--- config.mk ---
export PLATFORM = sky130hd
export DESIGN_NAME = if_id_branch_unit
export DESIGN_NICKNAME = d
export VERILOG_FILES = /design/src/rtl/if_id_branch_unit.sv
export SDC_FILE = /design/constraint.sdc
export NUM_CORES = 1
export LEC_CHECK = 0
export BUFFER_PORTS_ARGS = -buffer_cell sky130_fd_sc_hd__buf_4
export CAP_MARGIN = 20
export CORE_MARGIN = 1.5
export CORE_UTILIZATION = 50
export CTS_CLUSTER_SIZE = 30
export DETAILED_ROUTE_END_ITERATION = 6
export MAX_ROUTING_LAYER = met4
export PLACE_DENSITY = 0.81
export SETUP_SLACK_MARGIN = 0.02
export SYNTH_ARGS = -nofsm -noshare
export SYNTH_HDL_FRONTEND = slang
export SYNTH_SLANG_ARGS = --single-unit
--- constraint.sdc ---
create_clock -name clk -period 2.9 [get_ports clk]
set_clock_uncertainty 0.05 [all_clocks]
set_input_delay 0.435 -clock clk [delete_from_list [all_inputs] [get_ports clk]]
set_output_delay 0.435 -clock clk [all_outputs]
set_load 0.05 [all_outputs]
--- src/rtl/if_id_branch_unit.sv ---
// rtl/if_id_branch_unit.sv - IF/ID pipeline register with decode-stage branch resolution
// Hazard detection, branch redirect and saturating stall/flush debug counters.
module if_id_branch_unit (
  input  logic        clk,
  input  logic        rst,
  input  logic [15:0] curr_pc_f,
  input  logic [15:0] curr_instr,
  input  logic [2:0]  flags,
  input  logic [15:0] rs_data,
  input  logic        ex_mem_read,
  input  logic        ex_reg_write,
  input  logic        ex_flag_write,
  input  logic [3:0]  ex_rd,
  input  logic        mem_reg_write,
  input  logic [3:0]  mem_rd,
  output logic [15:0] instr_d,
  output logic [15:0] pc_d,
  output logic        valid_d,
  output logic        halt_d,
  output logic        stall_de,
  output logic        branch_en,
  output logic [15:0] branch_pc,
  output logic [15:0] stall_cnt,
  output logic [15:0] flush_cnt
);

  logic [3:0]  op;
  logic [3:0]  ra;
  logic [3:0]  rb;
  logic        use_a;
  logic        use_b;
  logic        is_b;
  logic        is_br;
  logic        cond;
  logic        load_use;
  logic        br_reg;
  logic        br_flag;
  logic        flag_n;
  logic        flag_z;
  logic        flag_v;
  logic [15:0] b_offset;

  assign op     = instr_d[15:12];
  assign ra     = instr_d[7:4];
  assign is_b   = (op == 4'hC);
  assign is_br  = (op == 4'hD);
  assign flag_n = flags[2];
  assign flag_z = flags[1];
  assign flag_v = flags[0];

  // Second source sits in [3:0] for ALU ops and in [11:8] for stores/9.
  always_comb begin
    use_a = 1'b0;
    use_b = 1'b0;
    rb    = instr_d[3:0];
    case (op)
      4'h0, 4'h1, 4'h2, 4'h3, 4'h7: begin
        use_a = 1'b1;
        use_b = 1'b1;
      end
      4'h4, 4'h5, 4'h6, 4'h8, 4'hD: use_a = 1'b1;
      4'h9: begin
        use_a = 1'b1;
        use_b = 1'b1;
        rb    = instr_d[11:8];
      end
      4'hA, 4'hB: begin
        use_b = 1'b1;
        rb    = instr_d[11:8];
      end
      default: ;
    endcase
  end

  assign load_use = ex_mem_read &
                    ((use_a & (ra != 4'd0) & (ex_rd == ra)) |
                     (use_b & (rb != 4'd0) & (ex_rd == rb)));
  assign br_reg   = is_br & (ra != 4'd0) &
                    ((ex_reg_write & (ex_rd == ra)) | (mem_reg_write & (mem_rd == ra)));
  assign br_flag  = (is_b | is_br) & ex_flag_write;
  assign stall_de = valid_d & (load_use | br_reg | br_flag);

  always_comb begin
    cond = 1'b1;
    case (instr_d[11:9])
      3'b000:  cond = ~flag_z;
      3'b001:  cond = flag_z;
      3'b010:  cond = ~flag_z & ~flag_n;
      3'b011:  cond = flag_n;
      3'b100:  cond = flag_z | ~flag_n;
      3'b101:  cond = flag_n | flag_z;
      3'b110:  cond = flag_v;
      default: cond = 1'b1;
    endcase
  end

  assign branch_en = valid_d & ~stall_de & (is_b | is_br) & cond;
  assign b_offset  = {{6{instr_d[8]}}, instr_d[8:0], 1'b0};
  assign branch_pc = is_b ? (pc_d + b_offset) : (is_br ? rs_data : pc_d);
  assign halt_d    = valid_d & (op == 4'hF);

  always_ff @(posedge clk) begin
    if (rst) begin
      instr_d <= 16'h0000;
      pc_d    <= 16'h0000;
      valid_d <= 1'b0;
    end else if (stall_de) begin
      instr_d <= instr_d;
    end else if (branch_en) begin
      instr_d <= 16'h0000;
      pc_d    <= curr_pc_f;
      valid_d <= 1'b0;
    end else begin
      instr_d <= curr_instr;
      pc_d    <= curr_pc_f;
      valid_d <= 1'b1;
    end
  end

  always_ff @(posedge clk) begin
    if (rst) begin
      stall_cnt <= 16'h0000;
      flush_cnt <= 16'h0000;
    end else begin
      if (stall_de && stall_cnt != 16'hFFFF) stall_cnt <= stall_cnt + 16'd1;
      if (branch_en && flush_cnt != 16'hFFFF) flush_cnt <= flush_cnt + 16'd1;
    end
  end

endmodule

* Word-level counts from Yosys, hierarchy flattened
Cells that the tools add are included.
Storage, ports and cells: memory bits (writable) 0, register bits after elaboration 65, memory bits (read-only) 0, bits of input ports 65, memories 0, bits in latches 0
Operators by class: multipliers 0, reduce and logical (&&, ||, !) cells 9, multiplexer cells 8, add/sub/neg operators 3, eq/ne operators 25, magnitude comparators 0, divide/modulo/power cells 0, shift-type cells 0, bitwise operators 26
Operators with widths (count):
- $mux W16 | 3
- $add A16 B1 Y16 const B | 2
- $ne A16 B16 Y1 const B | 2
- $eq A4 B4 Y1 const B | 7
- $add A16 B16 Y16 | 1
- $and A1 B1 Y1 | 16
- $eq A4 B3 Y1 const B | 4
- $eq A4 B4 Y1 | 3
- $reduce_or A11 Y1 | 1
- $eq A3 B3 Y1 const B | 3
- $eq A4 B2 Y1 const B | 2
- $reduce_bool A4 Y1 | 2
- $reduce_or A8 Y1 | 1
- $or A1 B1 Y1 | 7
- $pmux W1 S7 | 1
- $eq A3 B2 Y1 const B | 2
- $eq A4 B1 Y1 const B | 1
- $logic_not A4 Y1 | 1
- $mux W4 | 1
- $eq A3 B1 Y1 const B | 1
- $logic_not A3 Y1 | 1
- $mux W1 | 3
- $not A1 Y1 | 3
- $reduce_or A3 Y1 | 1
- $logic_and A1 B1 Y1 | 2

* Longest topological paths before layout
depth in word-level cells 16, depth in mapped cells 11, gate-level depth less buffers 11

* Least setup slack after synthesis
No wires, ideal clock.
path type flip-flop to output port, from reg pc_d[2], to out branch_pc[14], stages on the path, launching flop included 9, path buffers 0, path slack -1368 ps, arrival time 3783 ps, data required time 2415 ps, path through dfxtp_1 -> ha_1 -> a211oi_1 -> o21ai_0 -> a31oi_1 -> a21oi_1 -> a31oi_1 -> xor2_1 -> o311ai_0
Between the ends: longest elaborated chain between the ends 2
Ends and longest elaborated chain:
- start: declaration | line 17 | output logic [15:0] pc_d,
- start signal: assignment | line 111 | pc_d <= curr_pc_f;
- start signal: assignment | line 115 | pc_d <= curr_pc_f;
- $add A16 B16 Y16 | line 99 | assign branch_pc = is_b ? (pc_d + b_offset) : (is_br ? rs_data : pc_d);
- $mux W16 | line 99
- end: declaration | line 22 | output logic [15:0] branch_pc,
Every way passes these cells.

* Final worst setup path
from reg pc_d[1], to out branch_pc[11]
Same word-level chain as after synthesis.

==> metrics.md <==
| Metric | Value |
|---|---|
| Status | `finished, violations left` |
| Failing checks | `negative setup slack` |
| Num CTS Buffers | `9` |
| Hold WC Path Type | `in2reg` |
| Lkg Pwr | `2.64 nW` |
| Routed WL | `13.6 mm` |
| Ports | `149` |
| Clock buffer depth | `2` |
| Worst-path clk slew | `0.07 ns` |
| IO Port Bufs | `148` |
| Async SR Flop Fraction | `0%` |
| Distinct cells, synth | `60` |
| Hold EP | `pc_d[1]` |
| Top cell type's share of synthesized area | `32.1%` |
| All-layer global routing usage | `31.7%` |
| Syn nets | `627` |
| Ant. Diodes | `0` |
| Routed len/inst | `16.3 µm` |
| Reg2reg end | `stall_cnt[3]` |
| Final ANT Viol Nets | `0` |
| Final worst-path cycle share | `111%` |
| CP startpoint kind | `flip-flop` |
| Final Max Tran Viols | `0` |
| CTS root buf | `clkbuf_8` |
| Critical path class | `reg2out` |
| First-pass GRT wire length | `21.3 mm` |
| Synth Register Bits | `65` |
| Synth area leader | `dfxtp_1` |
| Mapped cell area | `4060 µm²` |
| Mapped Cells | `545` |
| Crit path arrival time | `2.74 ns` |
| Hold path start | `curr_pc_f[1]` |
| Starting Density | `51.9%` |
| Largest net degree at the start of global routing | `68` |
| Max Cap Violations | `0` |
| Worst Tran Pin Value | `0.718 ns` |
| DRC viols | `0` |
| Setup ws final | `-0.325 ns` |
| Vias per std cell | `5.78` |
| Count of flip-flops with a built-in enable after synthesis | `0` |
| Detailed Place HPWL | `9.62 mm` |
| Synth-to-layout area growth | `51.0%` |
| RSZ-0062 raised after global routing | `yes` |
| Peak supply drop | `262 µV` |
| Slew margin rel. | `52.2%` |
| Setup violators final | `5` |
| Reg2Reg Setup Slack | `0.08 ns` |
| CTS tree | `done` |
| Clock sinks | `65` |
| Hold path cells | `3` |
| Worst-Skew Late Latency | `0.35 ns` |
| Peak Freq | `310 MHz` |
| Pwr dens | `402 nW/µm²` |
| Global placement routability congestion | `0.980` |
| DRT iter0 DRCs | `257` |
| Antenna violations before repair | `0` |
| Total grt overflow | `0` |
| Syn. warnings | `0` |
| Top FF cell, synth | `dfxtp_1` |
| Final Hold Fails | `0` |
| Max Fanout on Critical Path | `3` |
| Reg2Reg Depth | `10` |
| Die X | `93.1 µm` |
| Hold_ws | `0.282 ns` |
| Via Count | `4,800` |
| Seq/Total Area, Yosys | `32.1%` |
| H-tree depth | `3` |
| Reg-to-Reg Start | `instr_d[13]` |
| Syn avg cell area | `7.44 µm²` |
| Req. time, crit path | `2.41 ns` |
| Core Area | `7810 µm²` |
| Tmin final | `3.22 ns` |
| Crit end category | `output pin` |
| Die Y | `93.1 µm` |
| TNS Setup | `-1.07 ns` |
| Row count | `32` |
| Layout cell share with drive strength beyond 1 | `38.4%` |
| Synth area leaders | `dfxtp_1 32%, a21oi_1 8.6%, nand2_1 7.9%, ha_1 4.9%, nand3_1 4.4%` |
| Drt first pass iters | `5` |
| Die area | `8660 µm²` |
| Layout Nets | `806` |
| Vias in the first global route | `4,527` |
| Fillers | `559` |
==> synth_stat cells, types with 2 or more instances <==
| master | number |
|---|---|
| nand2_1 | 85 |
| a21oi_1 | 70 |
| dfxtp_1 | 65 |
| nor2_1 | 39 |
| nand3_1 | 36 |
| o21ai_0 | 31 |
| nor3_1 | 21 |
| inv_1 | 17 |
| ha_1 | 16 |
| or3_1 | 16 |
| xor2_1 | 16 |
| clkbuf_1 | 14 |
| xnor2_1 | 13 |
| nor2b_1 | 7 |
| a21o_1 | 6 |
| mux2i_1 | 6 |
| nand2b_1 | 6 |
| a31oi_1 | 5 |
| buf_2 | 5 |
| nand4_1 | 5 |
| o21a_1 | 5 |
| a211oi_1 | 4 |
| and3_1 | 4 |
| and2_1 | 3 |
| mux2_2 | 3 |
| nor4_1 | 3 |
| o31a_1 | 3 |
| o31ai_1 | 3 |
| or4_1 | 3 |
| a221oi_1 | 2 |
| buf_4 | 2 |
| nand3b_1 | 2 |
| o2111ai_1 | 2 |
==> cells in the final DEF, fill, tap and decap left out, types with 13 or more instances in the layout <==
cell type	instances
buf_4	177
nand2_1	85
a21oi_1	63
dfxtp_1	47
nor2_1	38
nand3_1	36
nor3_1	18
xor2_1	16
o21ai_0	16
inv_1	16
or3_1	15
xnor2_1	13
==> through the flow <==
step / cell area (µm²) / std cells / total power [mW] / util, % / setup slack (ns)
global placement: 5540 / 797 / 1.62 / 70.9 / 0.00324
global route: 6120 / 831 / 2.56 / 78.4 / -0.396
detailed placement: 5540 / 797 / 1.63 / 70.9 / -0.0179
finish: 6120 / 831 / 2.46 / 78.4 / -0.325
floorplan: 4200 / 545 / 1.40 / - / -0.0492
CTS: 5900 / 818 / 2.42 / 75.5 / -0.320
==> how the worst max path moves through the flow <==
stage / start / slack [ns] / end
after detailed placement: pc_d[1] / -0.02 / branch_pc[15]
after global routing: pc_d[1] / -0.40 / branch_pc[11]
after CTS: pc_d[1] / -0.32 / branch_pc[11]
after floorplan: pc_d[1] / -0.05 / branch_pc[11]
final: pc_d[1] / -0.32 / branch_pc[11]
after global placement: pc_d[1] / 0.003 / branch_pc[15]
==> sequential cells by signal (all words and copies together) (netlist names) <==
register / cells
stall_cnt: 16
pc_d: 16
instr_d: 16
valid_d: 1
flush_cnt: 16
==> report_power, final <==
part / leakage [nW] / internal [mW] / switching (mW)
sequential: 0.540 / 0.922 / 0.0417
clock: 0.105 / 0.389 / 0.380
combinational: 2.00 / 0.295 / 0.431
total: 2.64 / 1.61 / 0.853
==> logic make-up (layout without fill, tap and decap cells) <==
| logic type | count (synthesis) | after routing | share of synthesized area (%) |
|---|---|---|---|
| fa+ha+maj | 17 | 17 | 5.43 |
| simple gates | 238 | 238 | 27.9 |
| compound gates | 145 | 145 | 21.4 |
| xor+xnor | 29 | 29 | 6.26 |
| mux | 10 | 10 | 2.68 |
| flops | 65 | 65 | 32.1 |
| buf+inv | 41 | 225 | 4.32 |
==> worst max-delay path, cell delays in order (launching register included) <==
cell and delay (ns):
dfxtp_4 0.36, ha_4 0.13, inv_2 0.04, fa_2 0.33
nand2b_4 0.16, a21oi_4 0.14, o21a_1 0.18, a22o_1 0.14
nor3_1 0.04, or4_4 0.51, a31oi_4 0.18, buf_6 0.18
==> timing repair <==
item	in CTS	in global routing
hold buffers	0	0
endpoints found under the setup margin	11	13
pin swaps	17	19
setup buffers	5	13
gates resized for setup	28	29
==> cell type report <==
type	count	area, µm²	share of cell area [%]
multi-input cells	439	2870	46.9
inverters	18	72.6	1.19
flip-flops and latches	65	1340	21.9
clock inverters	5	36.3	0.593
well taps	102	128	2.08
clock buffers	11	163	2.66
repair buffers	191	1510	24.6
==> routing by layer <==
metal	wire [µm]	track usage, %	up-vias
li1	-	-	2300
met3	964	5.37	39
met5	0	-	-
met4	419	14.3	0
met2	6820	53.8	215
met1	5360	36.7	2246
Note: power is estimated with default switching activity, not from simulation.
